**src/rtl/lsu_pkg.sv**
```systemverilog
// Load/store unit shared definitions.
// Used by the store buffer and the load pipe: access-size encoding,
// the store buffer entry layout and the data-memory geometry.
package lsu_pkg;

    localparam int DMEM_WORDS = 1024;
    localparam int DMEM_IDX_W = $clog2(DMEM_WORDS);

    typedef enum logic [1:0] {
        BYTE = 2'd0,
        HALF = 2'd1,
        WORD = 2'd2
    } mem_size_t;

    typedef struct packed {
        logic [DMEM_IDX_W-1:0] widx;
        logic [31:0]           wdata;
        logic [3:0]            wstrb;
        logic [5:0]            rob_tag;
        logic                  exc;
    } store_entry_t;

endpackage

```
**src/rtl/store_align.sv**
```systemverilog
// Store lane alignment.
// Replicates store data across the lanes of a 32-bit word, builds the byte
// strobe from the low address bits and flags misaligned or illegal accesses.
// Ports:
//   addr_lo_i  low two bits of the byte address
//   size_i     access size (BYTE/HALF/WORD; 3 is illegal)
//   data_i     raw store data from the register file
//   wdata_o    lane-replicated write data
//   wstrb_o    byte enables
//   exc_o      misaligned access or illegal size
module store_align
    import lsu_pkg::*;
(
    input  logic [1:0]  addr_lo_i,
    input  logic [1:0]  size_i,
    input  logic [31:0] data_i,
    output logic [31:0] wdata_o,
    output logic [3:0]  wstrb_o,
    output logic        exc_o
);

    always_comb begin
        wdata_o = data_i;
        wstrb_o = 4'b0000;
        exc_o   = 1'b0;
        case (size_i)
            BYTE: begin
                wdata_o = {4{data_i[7:0]}};
                wstrb_o = 4'b0001 << addr_lo_i;
            end
            HALF: begin
                wdata_o = {2{data_i[15:0]}};
                wstrb_o = 4'b0011 << {addr_lo_i[1], 1'b0};
                exc_o   = addr_lo_i[0];
            end
            WORD: begin
                wstrb_o = 4'b1111;
                exc_o   = |addr_lo_i;
            end
            default: begin
                exc_o = 1'b1;
            end
        endcase
    end

endmodule

```
**src/rtl/store_buffer.sv**
```systemverilog
// Store buffer.
// Holds issued stores until the ROB commits them, then drains committed
// stores in program order to the data-memory write port. Also provides a
// word-granular address conflict probe for the load pipe.
// Ports:
//   clk, rst_n                         clock, synchronous active-low reset
//   valid_i/ready_o, rs1_val_i, imm_i,
//   rs2_val_i, size_i, rob_tag_i       store issue from the RS
//   done_valid_o/_rob_tag_o/_exc_o     registered completion report to ROB
//   commit_valid_i, commit_rob_tag_i   ROB commit of the oldest uncommitted store
//   commit_err_o                       registered bad-commit pulse
//   flush_i                            discard uncommitted entries
//   mem_we_o, mem_gnt_i, mem_addr_o,
//   mem_wdata_o, mem_wstrb_o           data-memory write port
//   ld_addr_i, ld_conflict_o           load conflict probe
//   empty_o                            no valid entries
module store_buffer
    import lsu_pkg::*;
#(
    parameter int DEPTH = 8
) (
    input  logic                  clk,
    input  logic                  rst_n,
    input  logic                  valid_i,
    output logic                  ready_o,
    input  logic [31:0]           rs1_val_i,
    input  logic [31:0]           imm_i,
    input  logic [31:0]           rs2_val_i,
    input  logic [1:0]            size_i,
    input  logic [5:0]            rob_tag_i,
    output logic                  done_valid_o,
    output logic [5:0]            done_rob_tag_o,
    output logic                  done_exc_o,
    input  logic                  commit_valid_i,
    input  logic [5:0]            commit_rob_tag_i,
    output logic                  commit_err_o,
    input  logic                  flush_i,
    output logic                  mem_we_o,
    input  logic                  mem_gnt_i,
    output logic [DMEM_IDX_W-1:0] mem_addr_o,
    output logic [31:0]           mem_wdata_o,
    output logic [3:0]            mem_wstrb_o,
    input  logic [31:0]           ld_addr_i,
    output logic                  ld_conflict_o,
    output logic                  empty_o
);

    localparam int IW = $clog2(DEPTH);
    localparam int PW = IW + 1;
    localparam logic [PW-1:0] DEPTH_P = PW'(DEPTH);

    // Pointers carry an extra wrap bit so full and empty are distinguishable.
    logic [PW-1:0] head_q, head_d;
    logic [PW-1:0] cmt_q,  cmt_d;
    logic [PW-1:0] tail_q, tail_d;
    logic          done_valid_q, done_valid_d;
    logic [5:0]    done_tag_q,   done_tag_d;
    logic          done_exc_q,   done_exc_d;
    logic          commit_err_q, commit_err_d;

    store_entry_t  entries_q [DEPTH];
    store_entry_t  entries_d [DEPTH];

    logic [PW-1:0] count;
    logic [31:0]   addr;
    logic [31:0]   al_wdata;
    logic [3:0]    al_wstrb;
    logic          al_exc;
    logic          accept;
    logic          commit_ok;
    logic          has_committed;
    store_entry_t  head_ent;
    logic          drain_adv;
    logic [IW-1:0] off;
    logic          conflict;
    logic          unused_addr_bits;

    assign addr  = rs1_val_i + imm_i;
    assign count = tail_q - head_q;

    store_align u_align (
        .addr_lo_i (addr[1:0]),
        .size_i    (size_i),
        .data_i    (rs2_val_i),
        .wdata_o   (al_wdata),
        .wstrb_o   (al_wstrb),
        .exc_o     (al_exc)
    );

    assign ready_o       = (count < DEPTH_P);
    assign empty_o       = (head_q == tail_q);
    // A store arriving together with a flush is discarded.
    assign accept        = valid_i && ready_o && !flush_i;
    assign commit_ok     = commit_valid_i && (cmt_q != tail_q)
                           && (entries_q[cmt_q[IW-1:0]].rob_tag == commit_rob_tag_i);
    assign has_committed = (head_q != cmt_q);
    assign head_ent      = entries_q[head_q[IW-1:0]];

    assign mem_we_o    = has_committed && !head_ent.exc;
    assign mem_addr_o  = head_ent.widx;
    assign mem_wdata_o = head_ent.wdata;
    assign mem_wstrb_o = head_ent.wstrb;
    // Faulting entries are retired from the head without touching memory.
    assign drain_adv   = has_committed && (head_ent.exc || mem_gnt_i);

    always_comb begin
        cmt_d = cmt_q;
        if (commit_ok) begin
            cmt_d = cmt_q + PW'(1);
        end
        tail_d = tail_q;
        if (flush_i) begin
            tail_d = cmt_d;
        end else if (accept) begin
            tail_d = tail_q + PW'(1);
        end
        head_d = head_q;
        if (drain_adv) begin
            head_d = head_q + PW'(1);
        end
        done_valid_d = accept;
        done_tag_d   = accept ? rob_tag_i : 6'd0;
        done_exc_d   = accept && al_exc;
        commit_err_d = commit_valid_i && !commit_ok;
    end

    always_comb begin
        entries_d = entries_q;
        if (accept) begin
            entries_d[tail_q[IW-1:0]].widx    = addr[DMEM_IDX_W+1:2];
            entries_d[tail_q[IW-1:0]].wdata   = al_wdata;
            entries_d[tail_q[IW-1:0]].wstrb   = al_wstrb;
            entries_d[tail_q[IW-1:0]].rob_tag = rob_tag_i;
            entries_d[tail_q[IW-1:0]].exc     = al_exc;
        end
    end

    // A slot is live when its distance from head is below the occupancy.
    always_comb begin
        conflict = 1'b0;
        off      = '0;
        for (int i = 0; i < DEPTH; i++) begin
            off = IW'(i) - head_q[IW-1:0];
            if (({1'b0, off} < count) && !entries_q[i].exc
                && (entries_q[i].widx == ld_addr_i[DMEM_IDX_W+1:2])) begin
                conflict = 1'b1;
            end
        end
    end
    assign ld_conflict_o = conflict;

    assign unused_addr_bits = ^{addr[31:DMEM_IDX_W+2], ld_addr_i[31:DMEM_IDX_W+2],
                                ld_addr_i[1:0]};

    always_ff @(posedge clk) begin
        if (!rst_n) begin
            head_q       <= '0;
            cmt_q        <= '0;
            tail_q       <= '0;
            done_valid_q <= 1'b0;
            done_tag_q   <= '0;
            done_exc_q   <= 1'b0;
            commit_err_q <= 1'b0;
        end else begin
            head_q       <= head_d;
            cmt_q        <= cmt_d;
            tail_q       <= tail_d;
            done_valid_q <= done_valid_d;
            done_tag_q   <= done_tag_d;
            done_exc_q   <= done_exc_d;
            commit_err_q <= commit_err_d;
        end
    end

    // Entry payload needs no reset; occupancy is tracked by the pointers.
    always_ff @(posedge clk) begin
        entries_q <= entries_d;
    end

    assign done_valid_o   = done_valid_q;
    assign done_rob_tag_o = done_tag_q;
    assign done_exc_o     = done_exc_q;
    assign commit_err_o   = commit_err_q;

endmodule
```
**config.mk**
```make
export PLATFORM = sky130hd
export DESIGN_NAME = store_buffer
export DESIGN_NICKNAME = d
export VERILOG_FILES = /design/src/rtl/lsu_pkg.sv /design/src/rtl/store_align.sv /design/src/rtl/store_buffer.sv
export SDC_FILE = /design/constraint.sdc
export NUM_CORES = 1
export LEC_CHECK = 0
export CAP_MARGIN = 20
export CELL_PAD_IN_SITES_DETAIL_PLACEMENT = 1
export CELL_PAD_IN_SITES_GLOBAL_PLACEMENT = 1
export CORE_AREA = 5 5 222 202
export CTS_BUF_LIST = sky130_fd_sc_hd__clkbuf_16
export CTS_CLUSTER_SIZE = 30
export DETAILED_ROUTE_END_ITERATION = 10
export DIE_AREA = 0 0 227 207
export PLACE_DENSITY = 0.73
export REMOVE_ABC_BUFFERS = 1
export SKIP_LAST_GASP = 1
export SLEW_MARGIN = 20
export SYNTH_ARGS = -nofsm -noshare
export SYNTH_HDL_FRONTEND = slang
export SYNTH_SLANG_ARGS = --single-unit
```
**constraint.sdc**
```tcl
create_clock -name clk -period 10.9 [get_ports clk]
set_input_delay 3.27 -clock clk [delete_from_list [all_inputs] [get_ports clk]]
set_output_delay 3.27 -clock clk [all_outputs]
set_load 0.01 [all_outputs]
```
==> results of run 1 <==
-- sequential cells by signal (all words and copies together) (netlist names) --
| signal | cells |
|---|---|
| head_q | 4 |
| commit_err_o | 1 |
| cmt_q | 4 |
| tail_q | 4 |
| done_rob_tag_o | 6 |
| entries_q | 424 |
| done_valid_o | 1 |
| done_exc_o | 1 |
-- cells in the final DEF (no fill, tap or decap), types with 2 or more instances in the layout --
| cell | instances |
|---|---|
| xor2_1 | 98 |
| ha_1 | 20 |
| nand4_1 | 2 |
| buf_4 | 18 |
| nor3_1 | 15 |
| nand2_1 | 162 |
| fa_1 | 3 |
| dfxtp_1 | 18 |
| o21a_1 | 2 |
| nor2b_1 | 3 |
| mux4_1 | 8 |
| o21ai_0 | 18 |
| nor3_2 | 3 |
| nand3_1 | 15 |
| mux4_2 | 98 |
| nand2b_1 | 4 |
| nor2_4 | 6 |
| inv_16 | 2 |
| dfxtp_4 | 2 |
| a21oi_1 | 20 |
| clkdlybuf4s50_1 | 143 |
| mux2i_1 | 24 |
| inv_1 | 27 |
| edfxtp_1 | 424 |
| clkinv_1 | 11 |
| mux2_2 | 18 |
| clkinv_2 | 5 |
| bufinv_16 | 3 |
| o21bai_1 | 2 |
| clkbuf_16 | 45 |
| and3_1 | 2 |
| nor4_1 | 19 |
| xnor2_1 | 18 |
| and2_1 | 6 |
| a21o_1 | 3 |
| or3_1 | 4 |
| nor2_1 | 27 |
| o22ai_1 | 3 |
-- per-layer routing --
| layer | wire length, um | share of wire (%) |
|---|---|---|
| met1 | 20870 | 45 |
| met2 | 22910 | 49 |
| met3 | 2308 | 5.0 |
| met4 | 481 | 1.0 |
| met5 | 0 | 0 |
-- logic make-up after synthesis --
kind of cell | share of synthesized area [%]
DFF | 68.59
xor gates and xnor gates | 5.298
AOI/OAI and AO/OA | 1.638
muxes | 14.92
adders and majority gates | 1.618
buffers and inverters | 1.696
and+or+nand+nor | 6.244
-- critical path: cells and delay by family --
kind	cells	cell delay (ps)
mux	2	270
compound gates	1	190
xor+xnor	1	180
buf+inv	2	1370
simple gates	3	780
-- cell type report --
class	instances	area (um^2)
repair buffers	162	1572
well taps	555	694.4
flip-flops and latches	445	13160
inverters	14	52.55
clock inverters	36	256.5
clock buffers	45	1126
fillers	3912	19820
multi-input cells	614	5753
-- power by group through the flow --
stage               Combinational, W  Clock (W)  Sequential [W]
floorplan                   0.000138          0         0.00197
global placement            0.000273          0         0.00197
detailed placement          0.000281          0         0.00197
CTS                         0.000283    0.00150         0.00193
global route                0.000304    0.00157         0.00193
finish                      0.000278    0.00146         0.00193
-- worst min-delay path by stage --
stage                    from        end  slack (ps)  cells after the start
finish               cmt_q[3]   cmt_q[3]         610                      2
detailed placement   cmt_q[3]   cmt_q[3]         600                      2
CTS                  cmt_q[3]   cmt_q[3]         610                      2
global placement    head_q[3]  head_q[3]         560                      2
floorplan           head_q[3]  head_q[3]         540                      2
global route        head_q[3]  head_q[3]         650                      2
-- per-stage QoR --
step | utilization, % | cell area (um^2) | hold slack [ps] | worst slack, ps
final | 53.30 | 22620 | 606.3 | 1545
after global routing | 53.30 | 22620 | 653.8 | 1463
after CTS | 53.30 | 22620 | 613.8 | 1602
after detailed placement | 50.04 | 21230 | 597.4 | 1613
after global placement | 50.04 | 21230 | 560.0 | 1647
after floorplan | - | 18900 | 536.8 | 1242
==> impl_metrics.ini, run 1 <==
[status]
status = finished clean

[detailed_routing]
wl_um = 46570
drtIter0Drc = 663
drcViolationCount = 0
wl_per_cell_um = 24.89
antenna_left = 0
first_pass_iters = 6
num_vias = 10410
vias_per_cell = 5.565

[global_routing]
grt_antenna_before_repair = 0
use_met2_pct = 32.47
grt_pass1_wl_um = 70390
first_global_vias = 11290
overflow = 0
met3_usage_pct = 3.015
grt_max_degree = 54
grt_util_met1_pct = 28.58
grt_busiest_layer = met2
grt_usage_pct = 19.64

[cts]
clock-sinks = 445
cts_tree = yes
cts_root_buf = clkbuf_16
cts_resized = 0
post_cts_buffers = 0
clockBufferDepth = 3
path_clk_slew_ps = 60
cts-buffers-inserted = 45
holdBufCountCts = 0
clock_latency_ps = 560
cts.htree.levels = 2

[cells_and_area]
final_cell_count_no_fill = 1871
diodes = 0
nets = 1453
syn_to_final_growth_pct = 17.94
drive_gt1_share_pct = 15.73

[logic_synthesis]
ys_ff_latch = 445
synthArstFlopShare_pct = 0
ys_top_cells_by_area = edfxtp_1 (66%), mux4_2 (12%), xor2_1 (4.5%)
syn_area_per_cell_um2 = 16.95
syn-instance-count = 1131
syn_area_mm2 = 0.01918
yosysSeqAreaShare_pct = 68.59
netlist.area_leader.share_pct = 66.40
synth_edf_count = 424
yosysMostFrequentCell = edfxtp_1
yosys.area.top_type = edfxtp_1
ys.flop_type = edfxtp_1
yosys_warnings = 0
yosys-top-cells-count = edfxtp_1 (424), nand2_1 (162), mux4_2 (98), xor2_1 (98), clkbuf_1 (37)
synthDistinctLibCells = 48

[critical_path]
required_ps = 7630
cp.arrival_ps = 6080
critical_path.max_stage_delay_ps = 850
start_kind = input pin
startpoint = ld_addr_i[7]
r2r_cells = 9
r2r_setup_slack_ps = 6160
reg2reg_from = head_q[1]
crit_fanout = 8
path_cells = clkdlybuf4s50_1, xor2_1, nor4_1, nand3_1, mux2i_1, mux2i_1, a22oi_1, or3_1, clkdlybuf4s50_1
cpMaxStageDelayCell = clkdlybuf4s50_1
critical_path_class = input pin to primary output
crit_end = ld_conflict_o
endpoint_kind = primary output
r2r-end = entries_q[383]

[timing]
tightest_slew_ps = 1052
skew_ps = 19.23
finalSetupViolations = 0
fmax_mhz = 106.9
rsz0062_at_grt = no
period_share_pct = 85.82
drv_slew = 0
final-hold-violation-count = 0
slew_headroom_pct = 29.70
finalCriticalPeriod_ps = 9355
tns_ps = 0

[power_and_ir_drop]
power.leakage_nw = 7.557
power.density_mw_per_mm2 = 162.3
p_switching_w = 0.0008053
peakVddDrop_mv = 0.1189
pwr-share-seq_pct = 52.6
internal_power_w = 0.002865
total_power_w = 0.003671
swShare_pct = 21.94
clkPwrFrac_pct = 39.8
pwr-share-comb_pct = 7.6

[floorplan]
die_w_um = 227
dieHeight_um = 207
die_area_mm2 = 0.04699
io_pins = 207
core_area_mm2 = 0.04243
start_util_pct = 45.19
row_count = 72

[placement]
place.gp.congestion = 0.7851
dp_hpwl_um = 27490
dp_cells = 1790
place.port_buffers = 144

[min_path]
hold_class = flop to flop

[flow_run]
drv_cap = 0
(Power assumes the default switching activity.)
==> run 2: changes to the inputs <==
--- a/config.mk
+++ b/config.mk
@@ -14,6 +14,7 @@
 export DETAILED_ROUTE_END_ITERATION = 10
 export DIE_AREA = 0 0 227 207
 export PLACE_DENSITY = 0.73
+export RECOVER_POWER = 25
 export REMOVE_ABC_BUFFERS = 1
 export SKIP_LAST_GASP = 1
 export SLEW_MARGIN = 20
==> impl_metrics.ini, run 2 (synthesized netlist as in run 1, its figures left out) <==
[critical_path]
required_ps = 7630
r2r_setup_slack_ps = 6120
cp.depth = 9
start_kind = input pin
critical_path_class = input pin to primary output
crit_fanout = 8
path_buf_inv = 2
path_delay_family = buffers and inverters
endpoint_kind = primary output
critical_path.max_stage_delay_ps = 850
cpMaxStageDelayCell = clkdlybuf4s50_1
r2r_cells = 9
r2r-end = entries_q[391]
path_cells = clkdlybuf4s50_1, xor2_1, nor4_1, nand3_1, mux2i_1, mux2i_1, a22oi_1, or3_1, clkdlybuf4s50_1
reg2reg_from = head_q[1]
cp.arrival_ps = 6080

[cells_and_area]
top_register = entries_q
nets = 1453
layout_commonest_cell = edfxtp_1
syn_to_final_growth_pct = 17.81
final_cell_mix = edfxtp_1 (424), nand2_1 (162), clkdlybuf4s50_1 (124)
drive_gt1_share_pct = 14.89
largest_register_ffs = 424
diodes = 0

[detailed_routing]
wl_um = 46580
wl_per_cell_um = 24.89
antenna_left = 0
drtIter0Drc = 641
drcViolationCount = 0
num_vias = 10410
first_pass_iters = 7
vias_per_cell = 5.566

[timing]
drv_slew = 0
finalSetupViolations = 0
rsz0062_at_grt = no
period_share_pct = 85.81
skew_ps = 16.69
slew_headroom_pct = 2.393
tns_ps = 0
tightest_slew_ps = 1464
fmax_mhz = 106.9
final-hold-violation-count = 0
finalCriticalPeriod_ps = 9354

[placement]
place.port_buffers = 144
dp_hpwl_um = 27490
place.gp.congestion = 0.7851

[flow_run]
drv_cap = 0

[global_routing]
grt_max_degree = 54
grt_antenna_before_repair = 0
use_met2_pct = 32.47
grt_util_met1_pct = 28.58
grt_busiest_layer = met2
grt_pass1_wl_um = 70390
first_global_vias = 11290
overflow = 0
grt_usage_pct = 19.64
met3_usage_pct = 3.015

[power_and_ir_drop]
pwr-share-seq_pct = 52.7
pwr-share-comb_pct = 7.5
p_switching_w = 0.0008043
internal_power_w = 0.002863
power.leakage_nw = 7.554
power.density_mw_per_mm2 = 162.3
total_power_w = 0.003668
swShare_pct = 21.93
clkPwrFrac_pct = 39.8
peakVddDrop_mv = 0.1191

[floorplan]
io_pins = 207
start_util_pct = 45.19
die_area_mm2 = 0.04699
die_w_um = 227
row_count = 72
core_area_mm2 = 0.04243
dieHeight_um = 207

[cts]
post_cts_buffers = 0
clock_latency_ps = 550
clock-sinks = 445
cts-buffers-inserted = 45
cts_tree = yes
clockBufferDepth = 3
path_clk_slew_ps = 60
cts.htree.levels = 2
cts_root_buf = clkbuf_16
cts_resized = 0
holdBufCountCts = 0

[min_path]
hold_class = flop to flop
min_from = cmt_q[3]
holdPathStages = 2
min_to = cmt_q[3]

[status]
status = finished clean
-- run 2: changes by cell type in the layout (fill, tap and decap cells not counted), moves of 8 or more --
cell and change:
mux2_1 +8, clkdlybuf4s50_1 -19, dlygate4sd3_1 +19, mux2_2 -8
-- run 2: worst max-delay path by stage --
| stage | to | slack, ps | start |
|---|---|---|---|
| final | ld_conflict_o | 1550 | ld_addr_i[7] |
| after global routing | ld_conflict_o | 1460 | ld_addr_i[8] |
| after detailed placement | ld_conflict_o | 1610 | ld_addr_i[8] |
| after CTS | ld_conflict_o | 1600 | ld_addr_i[8] |
| after global placement | ld_conflict_o | 1650 | ld_addr_i[8] |
| after floorplan | entries_q[318] | 1240 | head_q[0] |
-- run 2: metrics by stage --
step	hold slack, ps	area, um^2	worst slack (ps)	cells	utilization [%]
6_report	606.2	22590	1546	1871	53.24
5_1_grt	653.8	22590	1463	1871	53.24
4_1_cts	613.8	22620	1602	1871	53.30
3_5_place_dp	597.4	21230	1613	1790	50.04
3_3_place_gp	560.0	21230	1647	1790	50.04
2_1_floorplan	536.8	18900	1242	1073	-
-- run 2: area by class of cell --
type,count,area [um^2]
fill,3915,19840
sequential,445,13160
multi-input combinational,614,5733
timing repair buffer,162,1568
clock buffer,45,1126
tap,555,694.4
clock inverter,36,256.5
inverter,14,52.55
-- run 2: worst reg2reg max path, stage by stage, from the launching register on --
cell and delay (ps):
dfxtp_4 870, inv_1 240, ha_1 360, nor2b_1 130, o21ai_0 220, and3_1 240
o21ai_1 230, or3_1 550, nor3_2 710, buf_4 820
-- run 2: power groups by stage --
stage          registers, W  logic (W)  clock network (W)
2_1_floorplan       0.00197   0.000138                  0
6_report            0.00193   0.000275            0.00146
3_5_place_dp        0.00197   0.000281                  0
5_1_grt             0.00193   0.000301            0.00157
3_3_place_gp        0.00197   0.000273                  0
4_1_cts             0.00193   0.000283            0.00150
-- run 2: per-layer routing --
layer  wire length, um  vias to the layer above
met5                 0                        -
met4               481                        0
met3              2280                       40
met2             22920                      259
met1             20890                     5455
li1                  -                     4660
